===== src/rtl/ddr_rd_sum.sv =====
// DDR bandwidth-test read engine: issues NUM_BURSTS INCR read bursts from a
// base address, sums every returned 32-bit lane and keeps status counters.
module ddr_rd_sum #(
    parameter int DATA_W     = 64,
    parameter int ADDR_W     = 32,
    parameter int BURST_LEN  = 16,
    parameter int NUM_BURSTS = 1024,
    parameter int MAX_OUT    = 4
) (
    input  logic              m_axi_aclk,
    input  logic              m_axi_areset,
    input  logic              start,
    input  logic [ADDR_W-1:0] ddr_baseaddr,
    output logic [31:0]       partial_sum,
    output logic              busy,
    output logic              done,
    output logic [159:0]      probe,
    output logic [ADDR_W-1:0] m_axi_araddr,
    output logic [7:0]        m_axi_arlen,
    output logic [2:0]        m_axi_arsize,
    output logic [1:0]        m_axi_arburst,
    output logic [3:0]        m_axi_arcache,
    output logic [2:0]        m_axi_arprot,
    output logic              m_axi_arvalid,
    input  logic              m_axi_arready,
    input  logic [DATA_W-1:0] m_axi_rdata,
    input  logic [1:0]        m_axi_rresp,
    input  logic              m_axi_rlast,
    input  logic              m_axi_rvalid,
    output logic              m_axi_rready
);

    localparam int BYTES_PER_BURST = BURST_LEN * DATA_W / 8;
    localparam int LANES           = DATA_W / 32;
    localparam int IDX_W           = (BURST_LEN > 1) ? $clog2(BURST_LEN) : 1;

    localparam logic [ADDR_W-1:0] BURST_BYTES = ADDR_W'(BYTES_PER_BURST);
    localparam logic [ADDR_W-1:0] ALIGN_MASK  = ~ADDR_W'(BYTES_PER_BURST - 1);
    localparam logic [31:0]       TOTAL_BEATS = 32'(NUM_BURSTS * BURST_LEN);
    localparam logic [31:0]       NUM_BURSTS_W = 32'(NUM_BURSTS);
    localparam logic [7:0]        MAX_OUT_W   = 8'(MAX_OUT);
    localparam logic [IDX_W-1:0]  LAST_IDX    = IDX_W'(BURST_LEN - 1);

    typedef enum logic [1:0] {
        IDLE = 2'd0,
        RUN  = 2'd1,
        DONE = 2'd2
    } state_t;

    state_t            state_q, state_d;
    logic              start_q;
    logic [ADDR_W-1:0] ar_addr_q;
    logic [31:0]       bursts_issued, beats, cycle_cnt, err_cnt, sum_q;
    logic [7:0]        outstanding;
    logic [IDX_W-1:0]  beat_idx;
    logic              rready_q;

    logic              start_edge, ar_hs, r_hs, r_last_hs, beat_err;
    logic [31:0]       lane_sum;

    assign start_edge = start & ~start_q & (state_q == IDLE);
    // Valid is a pure function of counters that only change on the handshake
    // (outstanding can only fall meanwhile), so it holds stable until arready.
    assign m_axi_arvalid = (state_q == RUN) && (bursts_issued < NUM_BURSTS_W) &&
                           (outstanding < MAX_OUT_W);
    assign ar_hs     = m_axi_arvalid & m_axi_arready;
    assign r_hs      = m_axi_rvalid & rready_q;
    assign r_last_hs = r_hs & m_axi_rlast;
    assign beat_err  = (m_axi_rresp != 2'b00) || (m_axi_rlast != (beat_idx == LAST_IDX));

    always_comb begin
        // NOTE: default first so every path assigns the variable and no latch is inferred.
        lane_sum = '0;
        for (int i = 0; i < LANES; i++) begin
            lane_sum = lane_sum + m_axi_rdata[i*32 +: 32];
        end
    end

    always_comb begin
        state_d = state_q;
        unique case (state_q)
            IDLE:    if (start_edge) state_d = RUN;
            RUN:     if (beats == TOTAL_BEATS) state_d = DONE;
            DONE:    if (!start) state_d = IDLE;
            default: state_d = IDLE;
        endcase
    end

    always_ff @(posedge m_axi_aclk or posedge m_axi_areset) begin
        if (m_axi_areset) begin
            state_q  <= IDLE;
            start_q  <= 1'b1;  // a level already high at release is not an edge
            rready_q <= 1'b0;
        end else begin
            // NOTE: sequential state uses non-blocking assignments so every flop
            // samples pre-edge values regardless of statement order.
            state_q  <= state_d;
            start_q  <= start;
            rready_q <= (state_d == RUN);
        end
    end

    always_ff @(posedge m_axi_aclk or posedge m_axi_areset) begin
        if (m_axi_areset) begin
            ar_addr_q     <= '0;
            bursts_issued <= '0;
            outstanding   <= '0;
            beats         <= '0;
            cycle_cnt     <= '0;
            err_cnt       <= '0;
            sum_q         <= '0;
            beat_idx      <= '0;
        end else if (start_edge) begin
            ar_addr_q     <= ddr_baseaddr & ALIGN_MASK;
            bursts_issued <= '0;
            outstanding   <= '0;
            beats         <= '0;
            cycle_cnt     <= '0;
            err_cnt       <= '0;
            sum_q         <= '0;
            beat_idx      <= '0;
        end else if (state_q == RUN) begin
            cycle_cnt <= cycle_cnt + 32'd1;
            if (ar_hs) begin
                ar_addr_q     <= ar_addr_q + BURST_BYTES;
                bursts_issued <= bursts_issued + 32'd1;
            end
            // A stray early rlast must not drive the count below zero.
            if (ar_hs && !r_last_hs)
                outstanding <= outstanding + 8'd1;
            else if (!ar_hs && r_last_hs && outstanding != 8'd0)
                outstanding <= outstanding - 8'd1;
            if (r_hs) begin
                sum_q    <= sum_q + lane_sum;
                beats    <= beats + 32'd1;
                beat_idx <= (beat_idx == LAST_IDX) ? '0 : beat_idx + IDX_W'(1);
                if (beat_err) err_cnt <= err_cnt + 32'd1;
            end
        end
    end

    assign partial_sum   = sum_q;
    assign busy          = (state_q == RUN);
    assign done          = (state_q == DONE);
    assign m_axi_rready  = rready_q;
    assign m_axi_araddr  = ar_addr_q;
    assign m_axi_arlen   = 8'(BURST_LEN - 1);
    assign m_axi_arsize  = 3'($clog2(DATA_W / 8));
    assign m_axi_arburst = 2'b01;
    assign m_axi_arcache = 4'b0011;
    assign m_axi_arprot  = 3'b000;
    assign probe = {16'd0, outstanding, 6'd0, state_q, err_cnt, bursts_issued, beats, cycle_cnt};

endmodule


===== config.mk =====
export PLATFORM = sky130hd
export DESIGN_NAME = ddr_rd_sum
export DESIGN_NICKNAME = d
export VERILOG_FILES = /design/src/rtl/ddr_rd_sum.sv
export SDC_FILE = /design/constraint.sdc
export NUM_CORES = 1
export LEC_CHECK = 0
export ABC_CLOCK_PERIOD_IN_PS = 8500
export BUFFER_PORTS_ARGS = -buffer_cell sky130_fd_sc_hd__buf_4
export CORE_ASPECT_RATIO = 2
export CORE_MARGIN = 3
export CORE_UTILIZATION = 58
export CTS_BUF_LIST = sky130_fd_sc_hd__clkbuf_4
export DETAILED_ROUTE_END_ITERATION = 12
export GPL_TIMING_DRIVEN = 0
export PLACE_DENSITY_LB_ADDON = 0.2
export SYNTH_ARGS = -nofsm -noshare
export SYNTH_HDL_FRONTEND = slang
export SYNTH_SLANG_ARGS = --single-unit

===== constraint.sdc =====
create_clock -name m_axi_aclk -period 8.5 [get_ports m_axi_aclk]
set_input_delay 0.425 -clock m_axi_aclk [delete_from_list [all_inputs] [get_ports m_axi_aclk]]
set_output_delay 0.425 -clock m_axi_aclk [all_outputs]
set_load 0.01 [all_outputs]

==> metrics.yaml <==
die_h_um: 209
drtIter0Drc: 713
vias_per_cell: 5.56
slew_headroom: 0.421
report.final.slew_viol_count: 0
path_max_fanout: 4
yosysWarnings: 0
cp.required_ns: 9.01
crit_type: "flip-flop to flip-flop"
worst_path_max_delay_cell: "fa_1"
synthMostInstantiatedCell: "dfrtp_1"
globalplace.congestion: 0.942
placed_cells: 1870
worstMarginPinSlew_ns: 0.863
final_nets: 1860
fin_ws_ns: 4.46
firstDrtPassIters: 5
pwr-share-comb: 0.470
endpoint: "partial_sum[31]$_DFFE_PP0P_"
skew_ns: 0.0294
wirelength_um: 35900
die_w_um: 107
drive_gt1_frac: 0.267
yosysTopAreaCell: "dfrtp_1"
yosysTopAreaCellShare: 0.420
antenna_found_initial: 2
synth_top_flop_cell: "dfrtp_1"
grt_usage: 0.322
cts_root_buf: "clkbuf_4"
r2r_end: "partial_sum[31]$_DFFE_PP0P_"
avgRoutedWirePerCell_um: 18.1
area_growth_pct: 30.3
cts_htree_levels: 2
boundaryPins: 352
numCtsBuffers: 46
p_sw_uw: 1630
r2r-start: "partial_sum[1]$_DFFE_PP0P_"
power_uw: 3990
cts_tree: "built"
final_hold_viol_count: 0
core_region_area_mm2: 0.0200
drc: 0
setup_tns_ns: 0
initial_core_util: 0.595
min_path_type: "input pin to flip-flop"
p_leak_uw: 0.00762
cpLargestDelayFamily: "compound AO/OA/AOI/OAI gates"
timing.final.crit_share: 0.475
insertion_delay_ns: 0.65
fin_crit_ns: 4.04
async_flop_share: 1.00
crit_cells: 12
worstPathArrival_ns: 4.55
crit_start: "partial_sum[1]$_DFFE_PP0P_"
post-place-ws_ns: 4.43
yosysSeqAreaShare: 0.422
via_count: 11000
cp-end-kind: "flip-flop"
cp_num_buf_inv: 0
post_cts_buffers: 0
grt_pass1_wl_um: 57500
start_kind: "flip-flop"
rr_worst_depth: 12
max_stage_delay_ns: 0.54
fin_util: 0.776
use_met1: 0.322
setup_viol: 0
dieArea_mm2: 0.0224
rows: 73
fmax_mhz: 248
rsz0062_at_grt: "false"
hpwl_um: 27600
syn-cell-area_mm2: 0.0119
ir_worst_vdd_v: 0.000240
hold_buffers: 24
maxCapViolCount: 0
seqPwrFrac: 0.331
met3_usage: 0.0628
power.density_mw_per_mm2: 257
synthCells: 1265
ant_nets: 0
status: "finished clean"
path_clk_slew_ns: 0.07
grt.overflow.total: 0
gr-max-usage-layer: "met2"
cts_sinks: 201
grt_pass1_vias: 11500
ys_ff_latch: 201
clock_path_buffers: 3
postCtsResizedCells: 0
p_clk_frac: 0.199
synth_edf_count: 0
synth_area_leaders: "dfrtp_1 42%, fa_1 5.5%, xor2_1 5.1%, ha_1 4.5%, nand2_1 4.5%"
ys_types: 71
finalNonFillerCells: 1980
swShare: 0.409
synth.avg_cell_area_um2: 9.41
internal_power_uw: 2350
grt_max_degree: 114
synthTopCellsByCount: "200 x dfrtp_1, 143 x nand2_1, 121 x nor2_1"
rrSetupSlack_ns: 4.46
port_buffers: 295
grt.met2_usage: 0.601
path_common_cell: "fa_1"
crit_path_cell_trace: "fa_1, ha_1, fa_1, a21oi_1, o22ai_1, o2111ai_1, o311ai_1, o31ai_1, a31oi_1, o41ai_1, mux2i_1, nand3_1"
metal layers:
metal  wire (µm)  part of all wire
met5           0                 0
met4        2110             0.059
met3        2300             0.064
met2       19800              0.55
met1       11700              0.33
registers in the layout (all words and copies together), names as in the netlist:
signal and flops:
start_q 1, m_axi_rready 1, partial_sum 32, cycle_cnt 32
outstanding 8, beats 32, beat_idx 4, m_axi_araddr 25
bursts_issued 32, err_cnt 32, state_q 2
power by group through the flow:
stage | Combinational [µW] | Sequential, µW | Clock, µW
final | 1870 | 1320 | 792
after floorplan | 1180 | 1350 | 0
after global routing | 2080 | 1350 | 855
after detailed placement | 1840 | 1330 | 0
after CTS | 1860 | 1320 | 806
after global placement | 1790 | 1330 | 0
worst reg2reg max path: cells and delay by family (launching register included):
family,cells,cell delay (ns)
compound gates,7,1.92
flops,1,0.44
mux,1,0.24
simple gates,1,0.08
fa+ha+maj,3,1.23
stage by stage:
step / hold WS (ns) / area, µm²
floorplan: 0.429 / 12100
global placement: 0.469 / 14600
detailed placement: 0.483 / 14700
CTS: 0.00934 / 15500
global route: 0.0137 / 15500
finish: 0.0532 / 15500
final cells by class:
type | instances | area (µm²)
flip-flops and latches | 201 | 5030
plain buffers | 89 | 536
diodes | 2 | 5.00
clock buffers | 74 | 556
well taps | 262 | 328
multi-input cells | 983 | 6380
clock inverters | 10 | 43.8
fillers | 1421 | 4490
inverters | 39 | 154
repair buffers | 320 | 2480
worst min-delay path by stage:
stage / from / endpoint / slack [ns] / depth (start not counted)
3_5_place_dp: beat_idx[3]$_DFFE_PP0P_ / beat_idx[3]$_DFFE_PP0P_ / 0.48 / 1
4_1_cts: ddr_baseaddr[14] / m_axi_araddr[14]$_DFFE_PP0P_ / 0.009 / 3
5_1_grt: ddr_baseaddr[14] / m_axi_araddr[14]$_DFFE_PP0P_ / 0.01 / 3
2_1_floorplan: start / start_q$_DFF_PP1_ / 0.43 / 0
3_3_place_gp: beat_idx[3]$_DFFE_PP0P_ / beat_idx[3]$_DFFE_PP0P_ / 0.47 / 1
6_report: ddr_baseaddr[14] / m_axi_araddr[14]$_DFFE_PP0P_ / 0.05 / 3
cells in the final DEF, fill, tap and decap left out, types with 43 or more instances in the layout:
cell,n
clkbuf_4,74
nand2_1,143
ha_1,43
o21ai_0,102
nor2_1,121
a21oi_1,52
nand3_1,71
buf_4,344
xnor2_1,43
xor2_1,70
conb_1,49
dfrtp_1,200
cells by family after synthesis:
kind of cell / count (synthesis) / share of synthesized area
AND/OR/NAND/NOR: 500 / 0.209
AO/OA/AOI/OAI: 226 / 0.111
flip-flops: 201 / 0.422
buffers and inverters: 128 / 0.0573
XOR/XNOR: 113 / 0.0831
adder cells (fa/ha/maj): 76 / 0.101
multiplexers: 19 / 0.0160
other: 2 / 0.000631
Power figures use the tool's default switching activity.
